===== src/rtl/wallace_pkg.sv =====
// Shared helpers for the pipelined Wallace-tree multiplier.
//   wallace_levels : number of 3:2 levels needed to reduce a row count to 2
//   rows_after     : rows remaining after a given number of levels
//   bw_pp          : one Baugh-Wooley partial-product row, aligned to its weight
package wallace_pkg;

    localparam int NUM_STAGES = 3;
    localparam int MAX_W      = 64;

    function automatic int wallace_levels(int rows);
        int r;
        int l;
        r = rows;
        l = 0;
        while (r > 2) begin
            r = 2 * (r / 3) + r % 3;
            l++;
        end
        return l;
    endfunction

    function automatic int rows_after(int rows, int lvls);
        int r;
        r = rows;
        for (int k = 0; k < lvls; k++) begin
            if (r > 2) r = 2 * (r / 3) + r % 3;
        end
        return r;
    endfunction

    // Row i = a * b_bit shifted by i. In signed mode the terms that involve exactly one
    // operand MSB are inverted; row 0 also carries the constant correction bits at
    // weights w and 2w-1 (those positions are otherwise empty in row 0).
    function automatic logic [2*MAX_W-1:0] bw_pp(logic [MAX_W-1:0] a, logic b_bit, int i,
                                                 int w, logic sgn);
        logic [2*MAX_W-1:0] row;
        logic               pbit;
        row = '0;
        for (int j = 0; j < MAX_W; j++) begin
            if (j < w) begin
                pbit = a[j] & b_bit;
                if (sgn && ((j == w - 1) != (i == w - 1))) pbit = ~pbit;
                row[i + j] = pbit;
            end
        end
        if (sgn && i == 0) begin
            row[w]         = 1'b1;
            row[2 * w - 1] = 1'b1;
        end
        return row;
    endfunction

endpackage


===== src/rtl/wallace_mul_pipe_if.sv =====
// Operand/result handshake bundle for wallace_mul_pipe.
//   in_valid/in_ready, A, B, is_signed, in_tag : operation issue side
//   out_valid/out_ready, C, out_tag            : result side
// master = issuer/consumer, slave = multiplier.
interface wallace_mul_pipe_if #(
    parameter int WIDTH = 32,
    parameter int TAG_W = 4
) ();
    logic                 in_valid;
    logic                 in_ready;
    logic [WIDTH-1:0]     A;
    logic [WIDTH-1:0]     B;
    logic                 is_signed;
    logic [TAG_W-1:0]     in_tag;
    logic                 out_valid;
    logic                 out_ready;
    logic [2*WIDTH-1:0]   C;
    logic [TAG_W-1:0]     out_tag;

    modport master (
        output in_valid, A, B, is_signed, in_tag, out_ready,
        input  in_ready, out_valid, C, out_tag
    );

    modport slave (
        input  in_valid, A, B, is_signed, in_tag, out_ready,
        output in_ready, out_valid, C, out_tag
    );
endinterface


===== src/rtl/csa_row.sv =====
// N-bit 3:2 carry-save compressor row.
//   a, b, c : three addend rows
//   sum     : bitwise a^b^c
//   carry   : majority(a,b,c) shifted up one place (top carry falls off)
module csa_row #(
    parameter int N = 8
) (
    input  logic [N-1:0] a,
    input  logic [N-1:0] b,
    input  logic [N-1:0] c,
    output logic [N-1:0] sum,
    output logic [N-1:0] carry
);
    assign sum   = a ^ b ^ c;
    assign carry = ((a & b) | (a & c) | (b & c)) << 1;
endmodule


===== src/rtl/wallace_mul_pipe.sv =====
// Three-stage pipelined Wallace-tree multiplier, unsigned or Baugh-Wooley signed per op.
//   clk, rst : clock, asynchronous active-high reset
//   bus      : wallace_mul_pipe_if slave (operands + tag in, product + tag out)
// S1: partial products + first half of CSA levels; S2: remaining levels to 2 rows;
// S3: final carry-propagate add. All stages advance together when the output is free.
module wallace_mul_pipe
    import wallace_pkg::*;
#(
    parameter int WIDTH = 32,
    parameter int TAG_W = 4
) (
    input logic               clk,
    input logic               rst,
    wallace_mul_pipe_if.slave bus
);
    localparam int PW     = 2 * WIDTH;
    localparam int LEVELS = wallace_levels(WIDTH);
    localparam int SPLIT  = (LEVELS + 1) / 2;

    logic adv;
    assign adv          = !bus.out_valid || bus.out_ready;
    assign bus.in_ready = adv;

    // lvl[k] holds the rows entering level k; lvl[SPLIT] is what S1 registers.
    logic [PW-1:0] lvl [0:LEVELS][0:WIDTH-1];

    logic [PW-1:0]    s1_rows_q [0:WIDTH-1];
    logic             s1_valid_q;
    logic [TAG_W-1:0] s1_tag_q;
    logic [PW-1:0]    s2_sum_q;
    logic [PW-1:0]    s2_carry_q;
    logic             s2_valid_q;
    logic [TAG_W-1:0] s2_tag_q;
    logic [PW-1:0]    c_q;
    logic             out_valid_q;
    logic [TAG_W-1:0] out_tag_q;
    logic [PW-1:0]    cpa_sum;

    for (genvar i = 0; i < WIDTH; i++) begin : g_pp
        assign lvl[0][i] = PW'(bw_pp(MAX_W'(bus.A), bus.B[i], i, WIDTH, bus.is_signed));
    end

    for (genvar k = 0; k < LEVELS; k++) begin : g_lvl
        localparam int N_IN  = rows_after(WIDTH, k);
        localparam int N_GRP = N_IN / 3;
        localparam int N_OUT = rows_after(WIDTH, k + 1);

        logic [PW-1:0] src [0:N_IN-1];

        // The level right after the S1/S2 boundary reads the pipeline register.
        for (genvar r = 0; r < N_IN; r++) begin : g_src
            if (k == SPLIT) begin : g_reg
                assign src[r] = s1_rows_q[r];
            end else begin : g_comb
                assign src[r] = lvl[k][r];
            end
        end

        for (genvar g = 0; g < N_GRP; g++) begin : g_csa
            csa_row #(.N(PW)) u_csa (
                .a    (src[3*g]),
                .b    (src[3*g+1]),
                .c    (src[3*g+2]),
                .sum  (lvl[k+1][2*g]),
                .carry(lvl[k+1][2*g+1])
            );
        end

        for (genvar r = 0; r < N_IN - 3 * N_GRP; r++) begin : g_pass
            assign lvl[k+1][2*N_GRP+r] = src[3*N_GRP+r];
        end

        for (genvar r = N_OUT; r < WIDTH; r++) begin : g_zero
            assign lvl[k+1][r] = '0;
        end
    end

    // Final add; any carry beyond bit PW-1 is dropped.
    if (WIDTH % 32 == 0) begin : g_cpa_slices
        localparam int NS = PW / 32;
        logic [NS-1:0] cy;
        assign cy[0] = 1'b0;
        for (genvar s = 0; s < NS; s++) begin : g_slice
            if (s == NS - 1) begin : g_top
                assign cpa_sum[32*s +: 32] = s2_sum_q[32*s +: 32] + s2_carry_q[32*s +: 32]
                                           + {31'b0, cy[s]};
            end else begin : g_low
                assign {cy[s+1], cpa_sum[32*s +: 32]} = {1'b0, s2_sum_q[32*s +: 32]}
                                                      + {1'b0, s2_carry_q[32*s +: 32]}
                                                      + {32'b0, cy[s]};
            end
        end
    end else begin : g_cpa_flat
        assign cpa_sum = s2_sum_q + s2_carry_q;
    end

    always_ff @(posedge clk or posedge rst) begin
        if (rst) begin
            for (int r = 0; r < WIDTH; r++) s1_rows_q[r] <= '0;
            s1_valid_q  <= 1'b0;
            s1_tag_q    <= '0;
            s2_sum_q    <= '0;
            s2_carry_q  <= '0;
            s2_valid_q  <= 1'b0;
            s2_tag_q    <= '0;
            c_q         <= '0;
            out_valid_q <= 1'b0;
            out_tag_q   <= '0;
        end else if (adv) begin
            // Empty stages still load; only the valid bits matter for them.
            for (int r = 0; r < WIDTH; r++) s1_rows_q[r] <= lvl[SPLIT][r];
            s1_valid_q  <= bus.in_valid;
            s1_tag_q    <= bus.in_tag;
            s2_sum_q    <= lvl[LEVELS][0];
            s2_carry_q  <= lvl[LEVELS][1];
            s2_valid_q  <= s1_valid_q;
            s2_tag_q    <= s1_tag_q;
            c_q         <= cpa_sum;
            out_valid_q <= s2_valid_q;
            out_tag_q   <= s2_tag_q;
        end
    end

    assign bus.C         = c_q;
    assign bus.out_valid = out_valid_q;
    assign bus.out_tag   = out_tag_q;

endmodule


===== src/flat_wrapper.sv =====
// flat-port wrapper written by rule: the top's interface ports become plain ports
module wallace_mul_pipe_flat import wallace_pkg::*;
#(
    parameter int WIDTH = 32,
    parameter int TAG_W = 4
)
  (clk, rst, bus_in_valid, bus_A, bus_B, bus_is_signed, bus_in_tag, bus_out_ready, bus_in_ready, bus_out_valid, bus_C, bus_out_tag);
  wallace_mul_pipe_if #(.WIDTH(WIDTH), .TAG_W(TAG_W)) bus_i ();
  input logic clk;
  input logic rst;
  input wire logic [$bits(bus_i.in_valid)-1:0] bus_in_valid;
  input wire logic [$bits(bus_i.A)-1:0] bus_A;
  input wire logic [$bits(bus_i.B)-1:0] bus_B;
  input wire logic [$bits(bus_i.is_signed)-1:0] bus_is_signed;
  input wire logic [$bits(bus_i.in_tag)-1:0] bus_in_tag;
  input wire logic [$bits(bus_i.out_ready)-1:0] bus_out_ready;
  output wire logic [$bits(bus_i.in_ready)-1:0] bus_in_ready;
  output wire logic [$bits(bus_i.out_valid)-1:0] bus_out_valid;
  output wire logic [$bits(bus_i.C)-1:0] bus_C;
  output wire logic [$bits(bus_i.out_tag)-1:0] bus_out_tag;
  assign bus_i.in_valid = bus_in_valid;
  assign bus_i.A = bus_A;
  assign bus_i.B = bus_B;
  assign bus_i.is_signed = bus_is_signed;
  assign bus_i.in_tag = bus_in_tag;
  assign bus_i.out_ready = bus_out_ready;
  assign bus_in_ready = bus_i.in_ready;
  assign bus_out_valid = bus_i.out_valid;
  assign bus_C = bus_i.C;
  assign bus_out_tag = bus_i.out_tag;
  wallace_mul_pipe #(.WIDTH(WIDTH), .TAG_W(TAG_W)) u_core (.clk(clk), .rst(rst), .bus(bus_i));
endmodule

===== config.mk =====
export PLATFORM = sky130hd
export DESIGN_NAME = wallace_mul_pipe_flat
export DESIGN_NICKNAME = d
export VERILOG_FILES = /design/src/rtl/wallace_pkg.sv /design/src/rtl/wallace_mul_pipe_if.sv /design/src/rtl/csa_row.sv /design/src/rtl/wallace_mul_pipe.sv /design/src/flat_wrapper.sv
export SDC_FILE = /design/constraint.sdc
export NUM_CORES = 2
export LEC_CHECK = 0
export BUFFER_PORTS_ARGS = -buffer_cell sky130_fd_sc_hd__buf_4
export CAP_MARGIN = 20
export CORE_ASPECT_RATIO = 1.4
export CORE_MARGIN = 2
export CORE_UTILIZATION = 39
export DETAILED_ROUTE_END_ITERATION = 8
export SETUP_SLACK_MARGIN = 0.1
export SYNTH_ARGS = -nofsm -noshare
export SYNTH_HDL_FRONTEND = slang
export SYNTH_SLANG_ARGS = --single-unit

===== constraint.sdc =====
create_clock -name clk -period 25.2 [get_ports clk]
set_input_delay 5.04 -clock clk [delete_from_list [all_inputs] [get_ports clk]]
set_output_delay 5.04 -clock clk [all_outputs]
set_load 0.005 [all_outputs]

# == After elaboration in Yosys (flattened, before gate mapping) ==
# Index checks and enable logic that the tools add are counted.
# totals
ff_bits,650
input_bits,73
output_inout_bits,70
word_cells,1380
# classes
addsub,3
n_mux,63
bitwise_logic,1296
n_reduce_logical,2
# ops
op,count
bitwise AND 63 bit,44
OR 63 bit,40
bitwise XOR 64 bit,24
bitwise AND 1 bit,1024
bitwise AND 63 x 62 -> 63 bit,2
bitwise AND 33 x 34 -> 34 bit,2
bitwise XOR 50 x 64 -> 64 bit,1
bitwise XOR 64 x 33 -> 64 bit,1
bitwise XOR 64 x 34 -> 64 bit,1
bitwise XOR 64 x 37 -> 64 bit,1
bitwise XOR 64 x 46 -> 64 bit,1
bitwise XOR 64 x 55 -> 64 bit,1
bitwise XOR 64 x 59 -> 64 bit,1
bitwise XOR 64 x 62 -> 64 bit,1
bitwise XOR 64 x 63 -> 64 bit,1
bitwise AND 38 x 63 -> 63 bit,1
bitwise AND 44 x 63 -> 63 bit,1
bitwise AND 47 x 63 -> 63 bit,1
bitwise AND 53 x 63 -> 63 bit,1
bitwise AND 56 x 63 -> 63 bit,1
bitwise AND 63 x 41 -> 63 bit,1
bitwise AND 63 x 44 -> 63 bit,1
bitwise AND 63 x 50 -> 63 bit,1
bitwise AND 63 x 53 -> 63 bit,1
87 further kinds,210

# == Logic depth before layout (Yosys ltp) ==
# logic_depth
ltp_word,15
depth_mapped,20
mapped_depth_nobuf,20

# == By module ==
# From an unflattened synthesis, not the netlist that was laid out.
# hier_totals
hier_cells,6411
hier_area_um2,73778.3
# modules_own_cells
mod,instances,cells_per_inst,area_per_inst_um2,seq_area_each_um2
csa_row,30,66,1296.2,0.0
wallace_mul_pipe,1,4431,34891.0,16390.7

# == Worst setup path after synthesis ==
# OpenSTA, ideal clock, no wires.
# synth_path
path_type,input -> output
start,in bus_out_ready
end,out bus_in_ready
arrival_time_ps,5911
required_ps,20160
path_slack_ps,14249
stages,5
n_path_buf,3
cell_sequence,nor2b_1 -> clkbuf_1 -> inv_2 -> clkbuf_1 -> clkbuf_1
# synth_via
elab_chain_len,1
# synth_lines
item,line_no,text
start: declaration,flat_wrapper.sv:16,input wire logic [$bits(bus_i.out_ready)-1:0] bus_out_ready;
logical OR 1 bit,wallace_mul_pipe.sv:21,assign adv = !bus.out_valid || bus.out_ready;
end: declaration,flat_wrapper.sv:17,output wire logic [$bits(bus_i.in_ready)-1:0] bus_in_ready;
# No other way between the ends.

# == Worst setup path after layout ==
# Same ends and word-level chain as after synthesis.

==> results.cfg <==
[outcome]
status = completed

[clocking]
cts_resized = 0
cts_made_buffers = 50
clockBufferDepth = 3
insertion_delay_ns = 0.64
clock_sinks = 472
cts_max_level = 2
cts_tree = done
clockRootBuffer = clkbuf_16
hold_buffers = 0
clk_pin_slew_ns = 0.06
post_cts_buffers = 0

[synthesis]
ys_seq_elements = 472
syn_inst = 5549
synth_commonest_cells = nand2_1, inv_1, fa_1, and2_1, dfrtp_1
syn-cell-area_um2 = 50600
yosysUniqueCellTypes = 51
yosysMostFrequentCell = nand2_1
synth_seq_area_share = 0.234
synth_top_cell_area_share = 0.360
ys_warn_count = 0
ys.flop_type = dfrtp_1
synth_fp_nets = 6743
synth_area_leaders = fa_1, dfrtp_1, nand2_1, and2_1, inv_1
postSynthAreaPerCell_um2 = 9.11
yosys.area.top_type = fa_1
async_reset_ff_frac = 1.00
synth_edf_count = 0

[run]
drv_cap = 0

[route]
vias_per_cell = 4.83
drt_first_iter_violations = 2100
wirelength_um = 130000
vias = 34900
first_pass_iters = 5
antenna_left = 0
drc = 0
wl_per_cell_um = 18.0

[worst_setup_path]
critical_path.endpoint = bus_in_ready
reg2reg_depth = 20
timing.rr.start = u_core.s2_carry_q[10]
r2r_slack_ns = 19.54
path_max_fanout = 104
end_kind = primary output
cp.arrival_ns = 5.85
crit_path_start_kind = input port
worstReg2RegEnd = u_core.bus.C[53]
crit_type = in2out
critPathLaunch = bus_out_ready
cp.required_ns = 20.16

[global_routing]
grtUsageTotal = 0.203
antenna_found_initial = 13
grt_pass1_wl_um = 212000
grt_max_degree = 211
overflow = 0
first_global_vias = 37900

[floorplan]
die_h_um = 430
dieArea_um2 = 133000
ios = 143
die_w_um = 308
start_util = 0.392
core-area_um2 = 129000
fp-row-count = 156

[min_path]
hold_path_depth = 1
hp-class = reg2reg

[placement]
dp_hpwl_um = 92600
port-buffer-count = 142
gp_congestion = 0.822
place_area_um2 = 52800

[power_and_ir_drop]
peakVddDrop_uv = 82.2
p_per_area_nw_per_um2 = 114
p_leak_nw = 27.8

[timing]
relSlewSlack = 0.337
slew_violations = 0
fin_skew_ns = 0.0462
max_freq_ghz = 0.0919
fin_crit_sh = 0.432
tns_ns = 0
rsz0062_at_grt = no
hold_viol_final = 0
tightest_slew_ns = 0.994
min_period_ns = 10.89
finalSetupViolations = 0

[finish]
area_delta_synth_final_pct = 7.89
post-route-util = 0.423
design_area_um2 = 54600
final_nets = 6638
drive_above_1_share = 0.0469
==> logic make-up after synthesis <==
family,count (synthesis),synth area share
XOR/XNOR,107,0.0185
flip-flops,472,0.234
AO/OA/AOI/OAI,216,0.0272
adder cells (fa/ha/maj),1121,0.412
buffers and inverters,1298,0.0963
AND/OR/NAND/NOR,2335,0.212
==> cells in the final DEF, fill, tap and decap left out, drive strengths merged, types with 8 or more instances in the layout <==
| master | n |
|---|---|
| nand2 | 1448 |
| inv | 987 |
| fa | 909 |
| and2 | 752 |
| dfrtp | 472 |
| ha | 212 |
| buf | 157 |
| a21oi | 99 |
| nor2 | 93 |
| clkbuf | 63 |
| xor2 | 59 |
| xnor2 | 48 |
| o21ai | 37 |
| a21o | 20 |
| nand3 | 15 |
| clkinv | 14 |
| o21bai | 10 |
| bufinv | 8 |
==> worst max-delay path, stage by stage <==
cell and delay, ns:
buf_4 0.09, nor2b_4 0.05, inv_8 0.39, buf_4 0.21
==> routing by layer <==
metal / GRT usage / vias up / routed length, µm
li1: - / 15800 / -
met1: 0.273 / 18000 / 56300
met2: 0.339 / 877 / 62000
met3: 0.0355 / 249 / 7980
met4: 0.0530 / 14 / 3300
met5: 0 / - / 100
==> state kept, by name, indices dropped and copies added, names as in the netlist, 4 cells and up <==
signal              flops
u_core.g_lvl.src      274
u_core.bus.C           64
u_core.s2_sum_q        64
u_core.s2_carry_q      55
u_core.bus.out_tag      4
u_core.s1_tag_q         4
u_core.s2_tag_q         4
==> worst min-delay path by stage <==
stage,from,to
5_1_grt,u_core.s2_sum_q[0],u_core.s2_sum_q[0]
6_report,u_core.s2_valid_q,u_core.bus.out_valid
2_1_floorplan,u_core.s2_valid_q,u_core.s2_valid_q
4_1_cts,u_core.s2_valid_q,u_core.bus.out_valid
3_3_place_gp,u_core.s2_valid_q,u_core.s2_valid_q
3_5_place_dp,u_core.s2_valid_q,u_core.bus.out_valid
==> layout make-up <==
type,count,area (µm²)
antenna,4,10.0
clock buffer,63,1360
clock inverter,30,400
fill,12700,74400
inverter,984,3710
multi-input combinational,3779,33900
sequential,472,11800
tap,1738,2170
timing repair buffer,157,1200
==> power by group <==
group          total (W)  internal (W)  switching (W)
Sequential       0.00137       0.00114       0.000227
Clock           0.000808      0.000468       0.000340
Combinational    0.00407       0.00167        0.00240
==> metrics by stage <==
step	setup slack, ns	cells	hold slack [ns]	power, W
2_1_floorplan	6.99	5549	0.430	0.00417
3_3_place_gp	14.29	7130	0.440	0.00539
3_5_place_dp	14.28	7130	0.446	0.00549
4_1_cts	14.28	7223	0.460	0.00634
5_1_grt	14.24	7224	0.490	0.00708
6_report	14.31	7227	0.455	0.00625
No activity file was read; power rests on OpenSTA's default activity.
